### src/rtl/cpu_rx_handshake.sv
// CPU-side receiver for the 4-phase send/ack return path, feeding a first-word-fall-through FIFO.
// Optional even-parity check on captured words is enabled by defining RX_PARITY_EN.
module cpu_rx_handshake #(
    parameter int WIDTH = 4,
    parameter int DEPTH = 4
) (
    input  logic                     clk,
    input  logic                     rst,
    input  logic                     send,
    input  logic [WIDTH-1:0]         dados,
`ifdef RX_PARITY_EN
    input  logic                     paridade,
    output logic                     erro,
`endif
    output logic                     ack,
    output logic [1:0]               estado,
    input  logic                     rd_en,
    output logic [WIDTH-1:0]         rd_data,
    output logic                     empty,
    output logic                     full,
    output logic [$clog2(DEPTH):0]   count
);
    localparam int AW = $clog2(DEPTH);
    localparam int CW = AW + 1;

    typedef enum logic [1:0] {
        S_IDLE = 2'b00,
        S_CAP  = 2'b01,
        S_ACK  = 2'b10,
        S_DONE = 2'b11
    } state_t;

    state_t             r_state;
    logic               r_ack;
    logic [AW-1:0]      r_wr_ptr;
    logic [AW-1:0]      r_rd_ptr;
    logic [CW-1:0]      r_count;
    logic               r_empty;
    logic               r_full;
    logic [WIDTH-1:0]   r_mem [DEPTH];

    logic               w_par_ok;
    logic               w_wr;
    logic               w_rd;
    logic [CW-1:0]      w_count_next;

`ifdef RX_PARITY_EN
    logic               r_erro;
    assign w_par_ok = ~^{paridade, dados};
    assign erro     = r_erro;
`else
    assign w_par_ok = 1'b1;
`endif

    // A word enters the FIFO only on the edge that leaves CAP.
    assign w_wr = (r_state == S_CAP) && w_par_ok;
    assign w_rd = rd_en && !r_empty;

    always_comb begin
        w_count_next = r_count;
        if (w_wr && !w_rd)
            w_count_next = r_count + CW'(1);
        else if (!w_wr && w_rd)
            w_count_next = r_count - CW'(1);
    end

    always_ff @(posedge clk or posedge rst) begin
        if (rst) begin
            r_state <= S_IDLE;
            r_ack   <= 1'b0;
        end else begin
            case (r_state)
                S_IDLE: begin
                    r_ack <= 1'b0;
                    // Full holds the peripheral off: ack is withheld until a pop frees space.
                    if (send && !r_full)
                        r_state <= S_CAP;
                end
                S_CAP: begin
                    r_ack   <= 1'b1;
                    r_state <= S_ACK;
                end
                S_ACK: begin
                    if (!send) begin
                        r_ack   <= 1'b0;
                        r_state <= S_DONE;
                    end
                end
                default: begin
                    r_ack   <= 1'b0;
                    r_state <= S_IDLE;
                end
            endcase
        end
    end

    always_ff @(posedge clk or posedge rst) begin
        if (rst) begin
            r_wr_ptr <= '0;
            r_rd_ptr <= '0;
            r_count  <= '0;
            r_empty  <= 1'b1;
            r_full   <= 1'b0;
        end else begin
            if (w_wr)
                r_wr_ptr <= r_wr_ptr + AW'(1);
            if (w_rd)
                r_rd_ptr <= r_rd_ptr + AW'(1);
            r_count <= w_count_next;
            r_empty <= (w_count_next == '0);
            r_full  <= (w_count_next == CW'(DEPTH));
        end
    end

`ifdef RX_PARITY_EN
    always_ff @(posedge clk or posedge rst) begin
        if (rst)
            r_erro <= 1'b0;
        else if (r_state == S_CAP && !w_par_ok)
            r_erro <= 1'b1;
    end
`endif

    // Storage is deliberately left out of reset; rd_data is meaningless while empty.
    always_ff @(posedge clk) begin
        if (w_wr)
            r_mem[r_wr_ptr] <= dados;
    end

    assign rd_data = r_mem[r_rd_ptr];
    assign ack     = r_ack;
    assign estado  = r_state;
    assign empty   = r_empty;
    assign full    = r_full;
    assign count   = r_count;

endmodule

### config.mk
export PLATFORM = sky130hd
export DESIGN_NAME = cpu_rx_handshake
export DESIGN_NICKNAME = d
export VERILOG_FILES = /design/src/rtl/cpu_rx_handshake.sv
export SDC_FILE = /design/constraint.sdc
export NUM_CORES = 1
export LEC_CHECK = 0
export BUFFER_PORTS_ARGS = -buffer_cell sky130_fd_sc_hd__buf_2
export CAP_MARGIN = 20
export CORE_UTILIZATION = 30
export CTS_CLUSTER_DIAMETER = 30
export DETAILED_ROUTE_END_ITERATION = 8
export PLACE_DENSITY = 0.56
export SETUP_SLACK_MARGIN = 0.5
export SLEW_MARGIN = 20
export SYNTH_ARGS = -nofsm -noshare
export SYNTH_HDL_FRONTEND = slang
export SYNTH_SLANG_ARGS = --single-unit
### constraint.sdc
create_clock -name clk -period 2.6 [get_ports clk]
set_clock_uncertainty 0.2 [all_clocks]
set_input_delay 0.26 -clock clk [delete_from_list [all_inputs] [get_ports clk]]
set_output_delay 0.26 -clock clk [all_outputs]
set_load 0.005 [all_outputs]
==> results.tsv <==
stage	metric	value	unit
placement	dpl.cell_count	158	
route	routedWlPerCell	13.6	um
pwr	leakagePower	0.660	nW
placement	port_buffers	19	
worst_setup_path	cp_max_fo	6	
route	ant_nets	0	
worst_setup_path	critical_path_depth	2	
sta	fin_crit_sh	76.3	%
outcome	status	completed	
flow_run	maxCapViolCount	0	
synthesis	ys_async_sr_fraction	42.9	%
pwr	p_clk_share	21.0	%
pwr	vdd_drop_max	0.000428	V
sta	hold_viol	0	
synthesis	yosysUniqueCellTypes	29	
sta	grt_setup_unrepaired	false	
clock_tree	tritoncts	done	
synthesis	ys_seq_area_share	60.2	%
route	drc	0	
grt	grt_usage	11.7	%
layout	nets	136	
die	die_h	67.8	um
worst_setup_path	r2r_setup_slack	0.68	ns
synthesis	synth_area_leaders	edfxtp_1 37%, dfrtp_1 21%, ha_1 9.6%, mux4_2 6.9%, inv_1 2.3%	
route	routed_via_density	4.67	
worst_setup_path	cp-startpoint	r_rd_ptr[0]	
die	dieArea	4600	um2
placement	dpl-instance-area	1440	um2
sta	slew_headroom	67.0	%
worst_setup_path	crit_path_max_incr_delay	0.56	ns
sta	worst_pin_slew	0.495	ns
worst_setup_path	end_kind	output port	
layout	drive_gt1_share	26.5	%
die	ioPinCount	20	
pwr	comb_power_share	36.2	%
worst_setup_path	reg2reg_depth	6	
synthesis	yosys.area.top_type_share	37.0	%
layout	area_growth	20.1	%
synthesis	synth_nets	110	
worst_setup_path	r2r_start	estado[1]	
die	rows	23	
sta	setup-tns-final	0	ns
clock_tree	cts.htree.levels	1	
worst_setup_path	critical_path_class	reg2out	
pwr	p_per_area	1050	nW/um2
die	chipWidth	67.8	um
worst_setup_path	critical_path_arrival	1.52	ns
layout	final_common_cell	buf_2	
clock_tree	numCtsBuffers	3	
worst_setup_path	crit_family	flip-flops	
sta	slew_violations	0	
synthesis	synth-main-ff-cell	edfxtp_1	
pwr	power.switching	0.000545	W
sta	hold_slack	0.141	ns
clock_tree	cts_buffer_depth	2	
route	drt_first_pass_iters	4	
die	initial_core_util	31.8	%
grt	grt_max_degree	17	
grt	grt_pass1_vias	811	
clock_tree	clockRootBuffer	clkbuf_8	
synthesis	ys_warn_count	0	
synthesis	syn_inst	92	
synthesis	netlist_area	1300	um2
worst_setup_path	slowest_stage	dfrtp_1	
grt	grt_pass1_wl	3840	um
grt	grt_antenna_before_repair	0	
clock_tree	clock_latency	0.28	ns
route	drtIter0Drc	41	
pwr	switching_share	33.2	%
synthesis	avgSynthCellArea	14.1	um2
clock_tree	clk_pin_slew	0.10	ns
synthesis	yosysTopAreaCell	edfxtp_1	
sta	clock.fmax	504	MHz
worst_setup_path	required	2.14	ns
clock_tree	clock_sinks	28	
layout	final_cells	167	
worst_setup_path	critical_path.endpoint	rd_data[0]	
sta	setup_violations	0	
route	wl	2270	um
grt	gr-total-overflow	0	
worst_setup_path	r2r-end	full	
pwr	internal_power	0.00110	W
synthesis	synth-seq-cells	28	
worst_setup_path	cp_num_buf_inv	1	
synthesis	synth_edf_count	16	
sta	fin_crit	1.98	ns
placement	place_congestion	0.807	
placement	hpwl	1670	um
route	num_vias	780	
pwr	post-layout-total-power	0.00164	W
die	core	4090	um2
pwr	sequentialPowerShare	42.8	%
layout	fin_area	1560	um2
worst_setup_path	critPathLaunchType	register	
layout	layout_common_cells	19 x buf_2, 16 x edfxtp_1, 11 x dfrtp_1, 9 x ha_1, 8 x inv_1	
worst_hold_path	min_path_type	in2reg	
worst_setup_path	worstPathCellList	mux4_2, buf_2	
layout	diodes	0	
[state kept, by name, indices dropped and copies added (netlist names)]
register / count
ack: 1
count: 3
empty: 1
estado: 2
full: 1
r_mem: 16
r_rd_ptr: 2
r_wr_ptr: 2
[area by class of cell]
| cell class | count | area [um2] |
|---|---|---|
| Clock inverter | 1 | 30.0 |
| Inverter | 8 | 30.0 |
| Timing Repair Buffer | 24 | 145 |
| Clock buffer | 3 | 41.3 |
| Tap cell | 50 | 62.6 |
| Sequential cell | 28 | 782 |
| Multi-Input combinational cell | 53 | 470 |
| Fill cell | 401 | 2520 |
[worst min-delay path, stage by stage]
cell	delay, ns
buf_2	0.12
nand2_1	0.07
mux2_2	0.15
[cells by family (layout without fill, tap and decap cells)]
logic type                 after synthesis  in the layout  synth area share, %
AOI/OAI and AO/OA                       11             11                 5.10
xor gates and xnor gates                 6              6                 4.04
adders and majority gates               10             10                 9.62
buffers and inverters                   11             36                 3.85
DFF                                     28             28                 60.2
muxes                                    5              5                 7.80
and+or+nand+nor                         21             21                 9.43
[per-layer routing]
| metal | part of all wire [%] | track usage, % |
|---|---|---|
| met5 | 0 | 0 |
| met3 | 3.0 | 2.00 |
| met4 | 1.9 | 5.47 |
| met2 | 48 | 19.4 |
| met1 | 47 | 14.8 |
[Yosys cell counts, types with 2 or more instances]
master,instances
nand2_1,3
edfxtp_1,16
and2_1,4
xor2_1,3
a21oi_1,5
xnor2_1,3
nor2_1,6
inv_1,8
nor3b_1,2
mux4_2,4
ha_1,10
dfrtp_1,11
[metrics by stage]
stage               setup WS (ns)  utilization [%]
finish                      0.617             38.2
global route                0.512             38.2
CTS                         0.533             37.9
detailed placement          0.556             35.2
global placement            0.693             35.2
floorplan                   0.863                -
[timing repair]
item | in CTS | in global routing
endpoints found under the setup margin | 0 | 2
endpoints found under the hold margin | 20 | 4
hold buffers | 4 | 1
setup buffers | 0 | 0
resized for setup | 0 | 1
[power by group through the flow]
| stage | clock network [W] | logic, W | registers, W |
|---|---|---|---|
| 6_report | 0.000345 | 0.000595 | 0.000704 |
| 5_1_grt | 0.000372 | 0.000686 | 0.000726 |
| 4_1_cts | 0.000351 | 0.000601 | 0.000708 |
| 3_5_place_dp | 0 | 0.000590 | 0.000718 |
| 3_3_place_gp | 0 | 0.000554 | 0.000711 |
| 2_1_floorplan | 0 | 0.000437 | 0.000673 |
[worst min-delay path by stage]
stage | to | slack, ns | from | cells after the start
floorplan | ack | -0.08 | rst | 1
global placement | r_rd_ptr[1] | 0.11 | rst | 2
detailed placement | r_rd_ptr[1] | 0.11 | rst | 2
CTS | r_mem[2][2] | 0.002 | dados[2] | 1
global route | ack | 0.15 | send | 3
finish | ack | 0.14 | send | 3
(Power assumes the default switching activity.)
